--- src/rtl/seq_divider.sv ---
// -----------------------------------------------------------------------------
// seq_divider
//   Iterative restoring divider with ready/valid handshakes on both sides.
//   One quotient bit is resolved per cycle, MSB first. Results are
//   sign-corrected in a single fix-up cycle.
//   * is_signed = 0 : unsigned operands.
//   * is_signed = 1 : two's-complement operands. The result is truncating
//                     (C-style) when euclid = 0, and Euclidean (remainder
//                     never negative) when euclid = 1.
//   * divisor == 0  : quotient = all-ones, remainder = dividend, div_zero = 1.
//   * MIN / -1      : quotient = MIN (wrapped), remainder = 0, overflow = 1.
//
// Ports
//   clk        : clock, rising edge
//   rst        : synchronous reset, active-high
//   in_valid   : dividend/divisor/mode are valid
//   in_ready   : divider is idle and accepts operands
//   dividend   : WIDTH-bit dividend
//   divisor    : WIDTH-bit divisor
//   is_signed  : 1 = two's-complement operands
//   euclid     : 1 = Euclidean result (signed only)
//   out_valid  : quotient/remainder/flags are valid
//   out_ready  : consumer takes the results
//   quotient   : WIDTH-bit quotient
//   remainder  : WIDTH-bit remainder
//   div_zero   : divisor was zero
//   overflow   : signed MIN / -1
// -----------------------------------------------------------------------------
module seq_divider #(
  parameter int WIDTH = 32
) (
  input  logic             clk,
  input  logic             rst,
  input  logic             in_valid,
  output logic             in_ready,
  input  logic [WIDTH-1:0] dividend,
  input  logic [WIDTH-1:0] divisor,
  input  logic             is_signed,
  input  logic             euclid,
  output logic             out_valid,
  input  logic             out_ready,
  output logic [WIDTH-1:0] quotient,
  output logic [WIDTH-1:0] remainder,
  output logic             div_zero,
  output logic             overflow
);

  localparam int CW = (WIDTH > 1) ? $clog2(WIDTH) : 1;
  localparam logic [WIDTH-1:0] ONE_W = WIDTH'(1);
  localparam logic [WIDTH-1:0] MIN_W = {1'b1, {(WIDTH-1){1'b0}}};

  typedef enum logic [1:0] {
    IDLE,
    CALC,
    FIX,
    DONE
  } state_t;

  state_t state, state_nxt;

  // Operation context captured at accept time.
  logic [WIDTH-1:0] rem;       // running partial remainder (starts as |dividend|)
  logic [WIDTH-1:0] b_mag;     // |divisor|
  logic [WIDTH-1:0] q_acc;     // unsigned quotient being built
  logic [CW-1:0]    idx;       // quotient bit resolved this CALC cycle
  logic             sign_a;
  logic             sign_b;
  logic             euc_mode;  // Euclidean correction enabled (signed only)
  logic             ovf_pend;  // operands were MIN / -1

  logic accept;
  assign accept = in_valid && in_ready;

  // Operand magnitudes. Signs are forced to 0 in unsigned mode, which makes
  // every sign correction in FIX a no-op without a separate mode bit.
  logic             in_sign_a, in_sign_b;
  logic [WIDTH-1:0] in_mag_a, in_mag_b;
  assign in_sign_a = is_signed && dividend[WIDTH-1];
  assign in_sign_b = is_signed && divisor[WIDTH-1];
  assign in_mag_a  = in_sign_a ? -dividend : dividend;
  assign in_mag_b  = in_sign_b ? -divisor  : divisor;

  // ---------------------------------------------------------------------------
  // State register
  // ---------------------------------------------------------------------------
  // NOTE: sequential state uses non-blocking assignments so every register
  // samples pre-edge values regardless of block ordering.
  always_ff @(posedge clk) begin
    if (rst) state <= IDLE;
    else     state <= state_nxt;
  end

  // ---------------------------------------------------------------------------
  // Next-state and handshake outputs
  // ---------------------------------------------------------------------------
  // NOTE: every signal driven here gets a default first, so no path through
  // the case leaves it unassigned and no latch is inferred.
  always_comb begin
    state_nxt = state;
    in_ready  = 1'b0;
    out_valid = 1'b0;
    unique case (state)
      IDLE: begin
        in_ready = 1'b1;
        if (accept) state_nxt = (divisor == '0) ? DONE : CALC;
      end
      CALC: begin
        if (idx == '0) state_nxt = FIX;
      end
      FIX: begin
        state_nxt = DONE;
      end
      DONE: begin
        out_valid = 1'b1;
        // Returning to IDLE here means in_ready only rises next cycle, so a
        // new operation can never be accepted in the handshake cycle.
        if (out_ready) state_nxt = IDLE;
      end
      default: state_nxt = IDLE;
    endcase
  end

  // ---------------------------------------------------------------------------
  // Restoring step: compared in 2*WIDTH bits so (b_mag << idx) never truncates.
  // When the subtraction is taken the shifted divisor is below 2^WIDTH, so the
  // low WIDTH bits are exact.
  // ---------------------------------------------------------------------------
  logic [2*WIDTH-1:0] shifted;
  logic               take;
  logic [WIDTH-1:0]   rem_sub;

  always_comb begin
    shifted = {{WIDTH{1'b0}}, b_mag} << idx;
    take    = ({{WIDTH{1'b0}}, rem} >= shifted);
    rem_sub = rem - shifted[WIDTH-1:0];
  end

  // ---------------------------------------------------------------------------
  // Sign correction of the unsigned quotient/remainder (modulo 2^WIDTH).
  // ---------------------------------------------------------------------------
  logic [WIDTH-1:0] fix_q, fix_r;

  always_comb begin
    fix_q = (sign_a ^ sign_b) ? -q_acc : q_acc;
    fix_r = sign_a ? -rem : rem;
    // A negative dividend with non-zero remainder moves one step further
    // from zero so the remainder lands in [0, |b|).
    if (euc_mode && sign_a && (rem != '0)) begin
      fix_r = b_mag - rem;
      fix_q = sign_b ? (q_acc + ONE_W) : -(q_acc + ONE_W);
    end
  end

  // ---------------------------------------------------------------------------
  // Datapath and result registers
  // ---------------------------------------------------------------------------
  // NOTE: the datapath is a handful of flops rather than a memory, so all of
  // it is reset; this also guarantees the outputs read 0 after reset.
  always_ff @(posedge clk) begin
    if (rst) begin
      rem       <= '0;
      b_mag     <= '0;
      q_acc     <= '0;
      idx       <= '0;
      sign_a    <= 1'b0;
      sign_b    <= 1'b0;
      euc_mode  <= 1'b0;
      ovf_pend  <= 1'b0;
      quotient  <= '0;
      remainder <= '0;
      div_zero  <= 1'b0;
      overflow  <= 1'b0;
    end else begin
      unique case (state)
        IDLE: begin
          if (accept) begin
            rem      <= in_mag_a;
            b_mag    <= in_mag_b;
            q_acc    <= '0;
            idx      <= CW'(WIDTH - 1);
            sign_a   <= in_sign_a;
            sign_b   <= in_sign_b;
            euc_mode <= is_signed && euclid;
            ovf_pend <= is_signed && (dividend == MIN_W) && (divisor == '1);
            // Divide-by-zero skips the iteration and publishes directly.
            if (divisor == '0) begin
              quotient  <= '1;
              remainder <= dividend;
              div_zero  <= 1'b1;
              overflow  <= 1'b0;
            end
          end
        end
        CALC: begin
          if (take) begin
            q_acc[idx] <= 1'b1;
            rem        <= rem_sub;
          end
          idx <= idx - 1'b1;
        end
        FIX: begin
          // MIN / -1 needs no special datapath: |MIN| / 1 wraps to MIN.
          quotient  <= fix_q;
          remainder <= fix_r;
          div_zero  <= 1'b0;
          overflow  <= ovf_pend;
        end
        DONE: begin
          // Results hold until the consumer takes them.
        end
        default: ;
      endcase
    end
  end

endmodule

--- config.mk ---
export PLATFORM = sky130hd
export DESIGN_NAME = seq_divider
export DESIGN_NICKNAME = d
export VERILOG_FILES = /design/src/rtl/seq_divider.sv
export SDC_FILE = /design/constraint.sdc
export NUM_CORES = 1
export LEC_CHECK = 0
export BUFFER_PORTS_ARGS = -buffer_cell sky130_fd_sc_hd__buf_2
export CORE_ASPECT_RATIO = 0.75
export CORE_MARGIN = 2
export CORE_UTILIZATION = 56
export CTS_CLUSTER_DIAMETER = 100
export DETAILED_ROUTE_END_ITERATION = 10
export HOLD_SLACK_MARGIN = 0.1
export PLACE_DENSITY = 0.75
export SLEW_MARGIN = 25
export SYNTH_ARGS = -nofsm -noshare
export SYNTH_HDL_FRONTEND = slang
export SYNTH_SLANG_ARGS = --single-unit
--- constraint.sdc ---
create_clock -name clk -period 5.05 [get_ports clk]
set_input_delay 0.7575 -clock clk [delete_from_list [all_inputs] [get_ports clk]]
set_output_delay 0.7575 -clock clk [all_outputs]
set_load 0.01 [all_outputs]
Yosys cells after proc, flatten, opt, wreduce, memory -nomap -nowiden
Index checks and enable logic that the tools add are counted.

word-level totals
  memories kept = 0
  ROM bits = 0
  word-level logic and storage cells = 94
  register bits after elaboration = 173
  bits in writable memories = 0
  input port bits = 70
  output and inout port bits = 68
  latch bits = 0

cells by class
  bitwise logic cells = 2
  shift-type cells = 1
  multipliers = 0
  divide/modulo/power cells = 0
  reductions and logical operators = 20
  magnitude comparators = 3
  multiplexer cells = 36
  add/subtract/negate cells = 9
  equality and inequality tests = 10

operators by type and width
  cell                                                  number
  2-to-1 mux 32 bit                                     15
  case mux 32 bit (2 select lines)                      4
  negation 32 bit                                       5
  equality test 32 bit (second input constant)          2
  >= comparator 32 x 64 -> 1 bit                        1
  << shifter 32 x 5 -> 64 bit                           1
  subtractor 32 bit                                     2
  adder 32 x 1 -> 32 bit (second input constant)        1
  logical NOT 32 bit                                    1
  OR 32 bit                                             1
  nonzero test 32 bit                                   1
  != test 2 bit (second input constant)                 5
  case mux 5 bit (2 select lines)                       1
  logical AND 1 bit                                     9
  AND reduction 3 bit                                   3
  2-to-1 mux 2 bit                                      4
  case mux 2 bit (4 select lines)                       1
  2-to-1 mux 1 bit                                      7
  < comparator 5 x 6 -> 1 bit (second input constant)   1
  demux 1 bit (select 5 bit)                            1
  >= comparator 5 x 1 -> 1 bit (second input constant)  1
  logical NOT 5 bit                                     1
  2-to-1 mux 5 bit                                      1
  subtractor 5 x 1 -> 5 bit (second input constant)     1
  other kinds (7)                                       11

Longest topological paths before layout
Gate-level depths: netlist (run 1).

  depth after elaboration = 7
  gate-level depth with buffers = 26
  gate-level depth less buffers = 19

Worst setup path after synthesis (run 1)
OpenSTA, ideal clock, no wires.

  path kind = reg2reg
  from = register idx[0]
  to = register rem[1]
  buffers on the path = 8
  cell stages (with the launch flop) = 27
  arrival = 5142 ps
  required time = 4922 ps
  setup time = 128 ps
  clock period less this slack = 5270 ps
  path slack = -220 ps
  cell sequence = dfxtp_1 buf_6 buf_2 clkbuf_1 clkbuf_1 clkbuf_1 nand3_1 o21ai_0 nand2_1 o21ai_0 nand2_1 o21ai_0 nand2_1 ha_1 clkbuf_1 nand2_1 nor4_1 nand3_1 or4_1 and4b_1 and3_1 a211oi_2 buf_4 buf_6 nor2_1 a21oi_1 nor2_1

between the ends
  cells in the longest elaborated chain, start to end = 4
  elaborated cells on any way between the ends = 7
  classes of those cells = add/sub (1); order compare (1); eq/ne (1); shift (1); mux (2); reduce/logical (1)

RTL lines
  what                                                                                      line      source
  start, declared                                                                           65        logic [CW-1:0] idx;
  start signal, assigned                                                                    180       idx <= CW'(WIDTH - 1);
  start signal, assigned                                                                    199       idx <= idx - 1'b1;
  << shifter 32 x 5 -> 64 bit (*)                                                           133       shifted = {{WIDTH{1'b0}}, b_mag} << idx;
  >= comparator 32 x 64 -> 1 bit / subtractor 32 bit (equally long branches)                134, 135
  != test 2 bit (no line) / 2-to-1 mux 32 bit (equally long branches)                       n/a
  AND reduction 3 bit (no line) / case mux 32 bit (2 select lines) (equally long branches)  n/a
  end signal, assigned                                                                      177       rem <= in_mag_a;
  end signal, assigned                                                                      197       rem <= rem_sub;
  end, declared                                                                             62        logic [WIDTH-1:0] rem;

Every way passes the cells marked *; elsewhere a longest branch is shown, timed or not. The select of a mux whose other input is x is not followed.
A chain may end at the register's enable or synchronous reset.

Worst setup path in the final report (run 1)
  from = register idx[1]
  to = register q_acc[1]

between the ends
  cells in the longest elaborated chain, start to end = 7
  elaborated cells on any way between the ends = 12
  classes of those cells = order compare (3); eq/ne (1); shift (1); mux (4); bitwise (1); reduce/logical (2)

RTL lines
  what                                                                                    line  source
  parallel branches: the longest is 7 deep, another holds >= comparator 32 x 64 -> 1 bit  n/a
  end signal, assigned                                                                    163   q_acc <= '0;
  end signal, assigned                                                                    179   q_acc <= '0;
  end signal, assigned by index                                                           196   q_acc[idx] <= 1'b1;
  end, declared                                                                           64    logic [WIDTH-1:0] q_acc;

Several ways; the timed one is not identified. The select of a mux whose other input is x is not followed.

==> results.txt, run 1 <==
Outcome = complete, no violations
CTS tree = done
Final period util = 0.951
Num CTS Buffers = 17
Design area = 0.0182 mm^2
Via-per-instance ratio = 6.62
Skew-Pair Late Insertion Delay = 0.45 ns
Fmax achieved = 208 MHz
Critical path capture point type = flip-flop
Max Slew Vio Count = 0
Die span in y = 153 um
Largest net degree at the start of global routing = 84
Layout cells sized above 1 = 0.133
Reg clk slew, reported paths = 0.07 ns
Vias = 17900
Post-Synthesis Cells = 2237
Syn avg cell area = 7.37 um^2
Lkg Pwr = 7.11 nW
Final nets = 2450
Final ANT Viol Nets = 0
Avg WL per Cell = 22.8 um
Hold Vio Cnt, Final = 0
Maximum vdd drop = 0.326 mV
First-pass GRT wire length = 94600 um
Setup Crit Path Kind = reg -> reg
Synth warn = 0
Pwr dens = 621 mW/mm^2
Clk root buf = clkbuf_16
Hold Path Origin = remainder[12]$_SDFFE_PP0P_
Clock skew = 0.0120 ns
DRC = 0
EDFF count, synth = 0
Buffers plus inverters on the worst setup path = 2
Final worst setup slack = 0.249 ns
Most frequent cells in the layout = nor2_1, a21oi_1, nand2_1
Max-Cap Viols = 0
CP startpoint kind = flip-flop
FF+latch count, synth = 173
CP cell instances = mux2_2, o21ai_0, o21ai_0, nand2_1, ha_1, a21o_1, a221oi_1, a211oi_1, a211oi_1, a211o_1, and3_1, a211oi_4, buf_4, buf_12, and2_1, a21oi_1, nor2_1
Clock Sinks = 173
WP data arrival = 5.12 ns
GRT Overall Usage = 0.391
Top_reg_cell synth = dfxtp_1
CP Launch Point = idx[1]$_SDFFE_PP0P_
Relative slew slack = 0.330
Setup TNS = 0 ns
Core area = 0.0291 mm^2
Critical path's slowest cell = a211oi_1
Vias in the first global route = 16000
CP Max Fanout = 57
Syn Nets = 2386
Routed Wire Length = 61900 um
Post-layout util = 0.626
Final setup vio count = 0
Top-Level Pins = 138
Final HPWL DP = 47900 um
Commonest non-fill, non-tap cell in the layout = nor2_1
CP top delay family = compound AO/OA/AOI/OAI gates
Routability cong. = 1.03
Place WS = 0.0913 ns
Mapped cell area = 0.0165 mm^2
Area delta synth->final = 10.3%
Overflow after GRT = 0
Initial antenna violation count = 3
Hold-fix buffer count after cts = 0
FP Rows = 54
Placed inst area = 0.0176 mm^2
Worst Hold Class = reg -> reg
Netlist cell types = 71
Initial Utilization = 0.568
R2R setup slack = 0.25 ns
Worst path required time = 5.37 ns
Origin of the critical flop-to-flop path = idx[1]$_SDFFE_PP0P_
Async SR Flop Fraction = 0
DIE WIDTH = 202 um
Port-buffer cells = 137
Worst-Margin Slew = 0.996 ns
Drt pass-1 iters = 5
Die area = 0.0309 mm^2
1st-iter DRT viols = 2493
Clock period minus worst slack = 4.80 ns
Slowest stage delay, CP = 0.51 ns
Sequential fraction of the synthesis area = 0.210
Clock Path Buffers = 2
H-tree Lvls = 4
## state kept, by name (all words and copies together), names as in the netlist, 2 cells and up
name       cells
remainder     32
q_acc         32
rem           32
idx            5
b_mag         32
quotient      32
state          2
## synthesized netlist by cell type (15+ instances only)
cell        n  area, um^2
a31oi_1    53         332
xor2_1     75         657
nor2b_1    22         138
ha_1       77         963
nand3_1    43         215
nor3_1     55         275
a21oi_1   219        1100
o21ai_0   152         761
o22ai_1    30         188
nor4_1     26         163
buf_2      24         120
and2_1     18         113
clkbuf_1  104         390
a211oi_1   78         586
mux2i_1    64         641
and3_1     22         138
nor2_1    254         953
a21o_1     31         233
nand4_1    28         175
buf_1      23        86.3
mux4_2     29         653
inv_1      70         263
dfxtp_1   173        3460
or3_1      22         138
xnor2_1   140        1230
o211ai_1   24         180
o31ai_1    25         188
or4_1      15         113
nand2_1   174         653
## power by group
part | switching [mW] | leakage (nW) | internal (mW) | total (mW)
logic | 4.73 | 5.42 | 3.13 | 7.86
registers | 0.423 | 1.41 | 1.62 | 2.04
clock network | 0.658 | 0.287 | 0.750 | 1.41
## tightest hold or removal path, cell delays in order, from the launching register on
cell and delay, ns:
dfxtp_1 0.31, nand2_1 0.05, a21oi_1 0.05
## kinds of logic (layout without fill, tap and decap cells)
group	count (synthesis)	in the layout	synth area share
buffers and inverters	231	308	0.0565
AOI/OAI and AO/OA	707	707	0.265
xor gates and xnor gates	215	215	0.114
other	0	1	0
DFF	173	173	0.210
and+or+nand+nor	734	734	0.211
adders and majority gates	79	79	0.0608
muxes	98	98	0.0818
## per-stage QoR
step / total power [mW] / hold slack, ns / std cells
after floorplan: 7.55 / 0.445 / 2237
after global placement: 9.53 / 0.440 / 2672
after detailed placement: 9.61 / 0.446 / 2672
after CTS: 11.0 / 0.456 / 2704
after global routing: 12.0 / 0.477 / 2707
final: 11.3 / 0.454 / 2707
## cell type report
cell class	instances	area, um^2
diodes	1	2.50
clock buffers	17	425
clock inverters	15	183
fillers	2700	10900
inverters	72	270
multi-input cells	1833	12100
flip-flops and latches	173	3470
well taps	392	490
repair buffers	204	1230
## routing by layer
layer	vias to the layer above	global-route usage	routed length (um)
met5	-	0	18
met4	2	0.115	1730
met3	113	0.0896	7910
met2	1127	0.559	25000
li1	8315	-	-
met1	8353	0.581	27200
## repair_timing
item	4_1_cts	5_1_grt
setup buffers	0	2
endpoints found under the setup margin	0	60
gates resized for setup	0	4
## path summary, 6_finish.rpt
| check | end | depth (start not counted) |
|---|---|---|
| worst min register to register | remainder[12]$_SDFFE_PP0P_ | 2 |
| worst min-delay path | remainder[12]$_SDFFE_PP0P_ | 2 |
| worst max-delay path | q_acc[1]$_SDFFE_PP0P_ | 17 |
| worst max register to register | q_acc[1]$_SDFFE_PP0P_ | 17 |
Power figures use the tool's default switching activity.
==> inputs of run 2 (changes only) <==
--- a/config.mk
+++ b/config.mk
@@ -8,11 +8,12 @@
 export BUFFER_PORTS_ARGS = -buffer_cell sky130_fd_sc_hd__buf_2
 export CORE_ASPECT_RATIO = 0.75
 export CORE_MARGIN = 2
-export CORE_UTILIZATION = 56
+export CORE_UTILIZATION = 57
+export CTS_BUF_LIST = sky130_fd_sc_hd__clkbuf_8
 export CTS_CLUSTER_DIAMETER = 100
 export DETAILED_ROUTE_END_ITERATION = 10
 export HOLD_SLACK_MARGIN = 0.1
-export PLACE_DENSITY = 0.75
+export PLACE_DENSITY = 0.77
 export SLEW_MARGIN = 25
 export SYNTH_ARGS = -nofsm -noshare
 export SYNTH_HDL_FRONTEND = slang
==> results.txt, run 2 (synthesis results as in run 1) <==
DIE WIDTH = 200 um (was 202 um)
Via-per-instance ratio = 6.71 (was 6.62)
DRC = 0 (unchanged)
Routed Wire Length = 61600 um (was 61900 um)
GRT Overall Usage = 0.398 (was 0.391)
Initial antenna violation count = 3 (unchanged)
Slowest stage delay, CP = 0.65 ns (was 0.51 ns)
Post-layout util = 0.642 (was 0.626)
Fmax achieved = 208 MHz (about the same)
Critical path's slowest cell = dfxtp_1 (was a211oi_1)
Final setup vio count = 0 (unchanged)
Avg WL per Cell = 22.7 um (was 22.8 um)
Final worst setup slack = 0.236 ns (was 0.249 ns)
Clock Sinks = 173 (unchanged)
Final cell count without fillers = 2709 (was 2707)
1st-iter DRT viols = 2247 (was 2493)
Skew-Pair Late Insertion Delay = 0.52 ns (was 0.45 ns)
Maximum vdd drop = 0.360 mV (was 0.326 mV)
CP Max Fanout = 8 (was 57)
Port-buffer cells = 137 (unchanged)
Max-Cap Viols = 0 (unchanged)
CP top delay family = compound AO/OA/AOI/OAI gates (unchanged)
Reg clk slew, reported paths = 0.10 ns (was 0.07 ns)
Routability cong. = 1.02 (was 1.03)
Clock Path Buffers = 2 (unchanged)
First-pass GRT wire length = 93800 um (was 94600 um)
Clock period minus worst slack = 4.81 ns (was 4.80 ns)
Sw Share = 0.521 (was 0.514)
Worst-Margin Slew = 0.994 ns (was 0.996 ns)
Part of the power in registers = 0.183 (was 0.180)
Final ANT Viol Nets = 0 (unchanged)
RSZ-0062 raised after global routing = no
WP data arrival = 5.26 ns (was 5.12 ns)
FP Rows = 53 (was 54)
Setup TNS = 0 ns (unchanged)
Switch Pwr = 5.81 mW (about the same)
Top-Level Pins = 138 (unchanged)
Critical path capture point type = flip-flop (unchanged)
Core area = 0.0282 mm^2 (was 0.0291 mm^2)
Power share of the combinational group = 0.717 (was 0.695)
Worst path required time = 5.50 ns (was 5.37 ns)
Die span in y = 151 um (was 153 um)
Layout cells sized above 1 = 0.137 (was 0.133)
Flip-flop and latch area = 0.00347 mm^2 (about the same)
CP cell instances = nor2b_1, a211oi_1, a21oi_1, mux2i_1, o22ai_1, nand2_1, ha_1, and3_1, nand2_1, a211oi_1, a211oi_1, buf_4, a211o_1, and3_1, a211oi_4, and3b_1, buf_4, a21oi_1, nor2_1 (was mux2_2, o21ai_0, o21ai_0, nand2_1, ha_1, a21o_1, a221oi_1, a211oi_1, a211oi_1, a211o_1, and3_1, a211oi_4, buf_4, buf_12, and2_1, a21oi_1, nor2_1)
Relative slew slack = 0.335 (was 0.330)
CTS tree = done (unchanged)
Die area = 0.0303 mm^2 (was 0.0309 mm^2)
Initial Utilization = 0.584 (was 0.568)
Final period util = 0.953 (was 0.951)
Area of the multi-input gates = 0.0121 mm^2 (about the same)
Post-Place Cells = 2673 (was 2672)
Fillers = 2614 (was 2700)
Most Frequent Cell on Critical Path = a211oi_1
Clk pwr share = 0.100 (was 0.124)
Worst Hold Class = reg -> reg (unchanged)
Area delta synth->final = 10.0% (was 10.3%)
Commonest non-fill, non-tap cell in the layout = nor2_1 (unchanged)
Clk root buf = clkbuf_8 (was clkbuf_16)
Drt pass-1 iters = 6 (was 5)
CP startpoint kind = flip-flop (unchanged)
Overflow after GRT = 0 (unchanged)
Vias in the first global route = 16100 (was 16000)
Final nets = 2460 (was 2450)
Most frequent cells in the layout = nor2_1, a21oi_1, nand2_1 (unchanged)
Pint = 5.35 mW (was 5.50 mW)
Clock skew = 0.0219 ns (was 0.0120 ns)
Vias = 18200 (was 17900)
Place WS = 0.0414 ns (was 0.0913 ns)
H-tree Lvls = 4 (unchanged)
Hold Vio Cnt, Final = 0 (unchanged)
Num CTS Buffers = 17 (unchanged)
Buffers plus inverters on the worst setup path = 2 (unchanged)
Hold-fix buffer count after cts = 0 (unchanged)
Lkg Pwr = 7.11 nW (about the same)
Max Slew Vio Count = 0 (unchanged)
Outcome = complete, no violations (unchanged)
Pwr dens = 615 mW/mm^2 (was 621 mW/mm^2)
Largest net degree at the start of global routing = 80 (was 84)
Setup Crit Path Kind = reg -> reg (unchanged)
Final HPWL DP = 47300 um (was 47900 um)
-- run 2: power groups by stage --
stage	combinational (mW)	clock (mW)	sequential, mW
2_1_floorplan	5.68	0	1.87
3_3_place_gp	7.58	0	2.05
3_5_place_dp	7.66	0	2.06
4_1_cts	7.71	1.12	2.03
5_1_grt	8.64	1.18	2.06
6_report	8.00	1.11	2.04
-- run 2: final timing paths --
path | start | endpoint | slack, ns | cells after the start
worst max register to register | b_mag[8]$_SDFFE_PP0P_ | q_acc[8]$_SDFFE_PP0P_ | 0.24 | 19
worst min register to register | remainder[3]$_SDFFE_PP0P_ | remainder[3]$_SDFFE_PP0P_ | 0.46 | 2
worst max-delay path | b_mag[8]$_SDFFE_PP0P_ | q_acc[8]$_SDFFE_PP0P_ | 0.24 | 19
worst min-delay path | remainder[3]$_SDFFE_PP0P_ | remainder[3]$_SDFFE_PP0P_ | 0.46 | 2
-- run 2: worst register-to-register path, cell delays in order (launching register included) --
cell and delay [ns]:
dfxtp_1 0.65, nor2b_1 0.23, a211oi_1 0.06, a21oi_1 0.24, mux2i_1 0.11, o22ai_1 0.27, nand2_1 0.18, ha_1 0.40
and3_1 0.23, nand2_1 0.07, a211oi_1 0.41, a211oi_1 0.15, buf_4 0.17, a211o_1 0.33, and3_1 0.20, a211oi_4 0.31
and3b_1 0.38, buf_4 0.19, a21oi_1 0.06, nor2_1 0.10
-- run 2: what timing repair did --
| action | CTS | global route |
|---|---|---|
| endpoints found under the hold margin | 0 | 0 |
| setup endpoints to repair | 0 | 64 |
| resized for setup | 0 | 10 |
| setup buffers | 0 | 4 |
-- run 2: cell type report --
type / instances / share of cell area
multi-input cells: 1833 / 0.669
flip-flops and latches: 173 / 0.192
repair buffers: 214 / 0.0741
well taps: 385 / 0.0265
inverters: 72 / 0.0149
clock buffers: 18 / 0.0137
clock inverters: 13 / 0.00979
diodes: 1 / 0.000138
-- run 2: routing by layer --
metal	global-route usage	share of wire	vias up
li1	-	-	8349
met1	0.564	0.43	8489
met2	0.585	0.41	1174
met3	0.111	0.13	158
met4	0.122	0.030	2
met5	0	0.00018	-
-- run 2: stage by stage --
step | total power, mW | hold WS (ns) | instance area, um^2
after floorplan | 7.55 | 0.445 | 16500
after global placement | 9.63 | 0.441 | 17700
after detailed placement | 9.72 | 0.451 | 17700
after CTS | 10.9 | 0.464 | 18100
after global routing | 11.9 | 0.488 | 18100
final | 11.2 | 0.464 | 18100
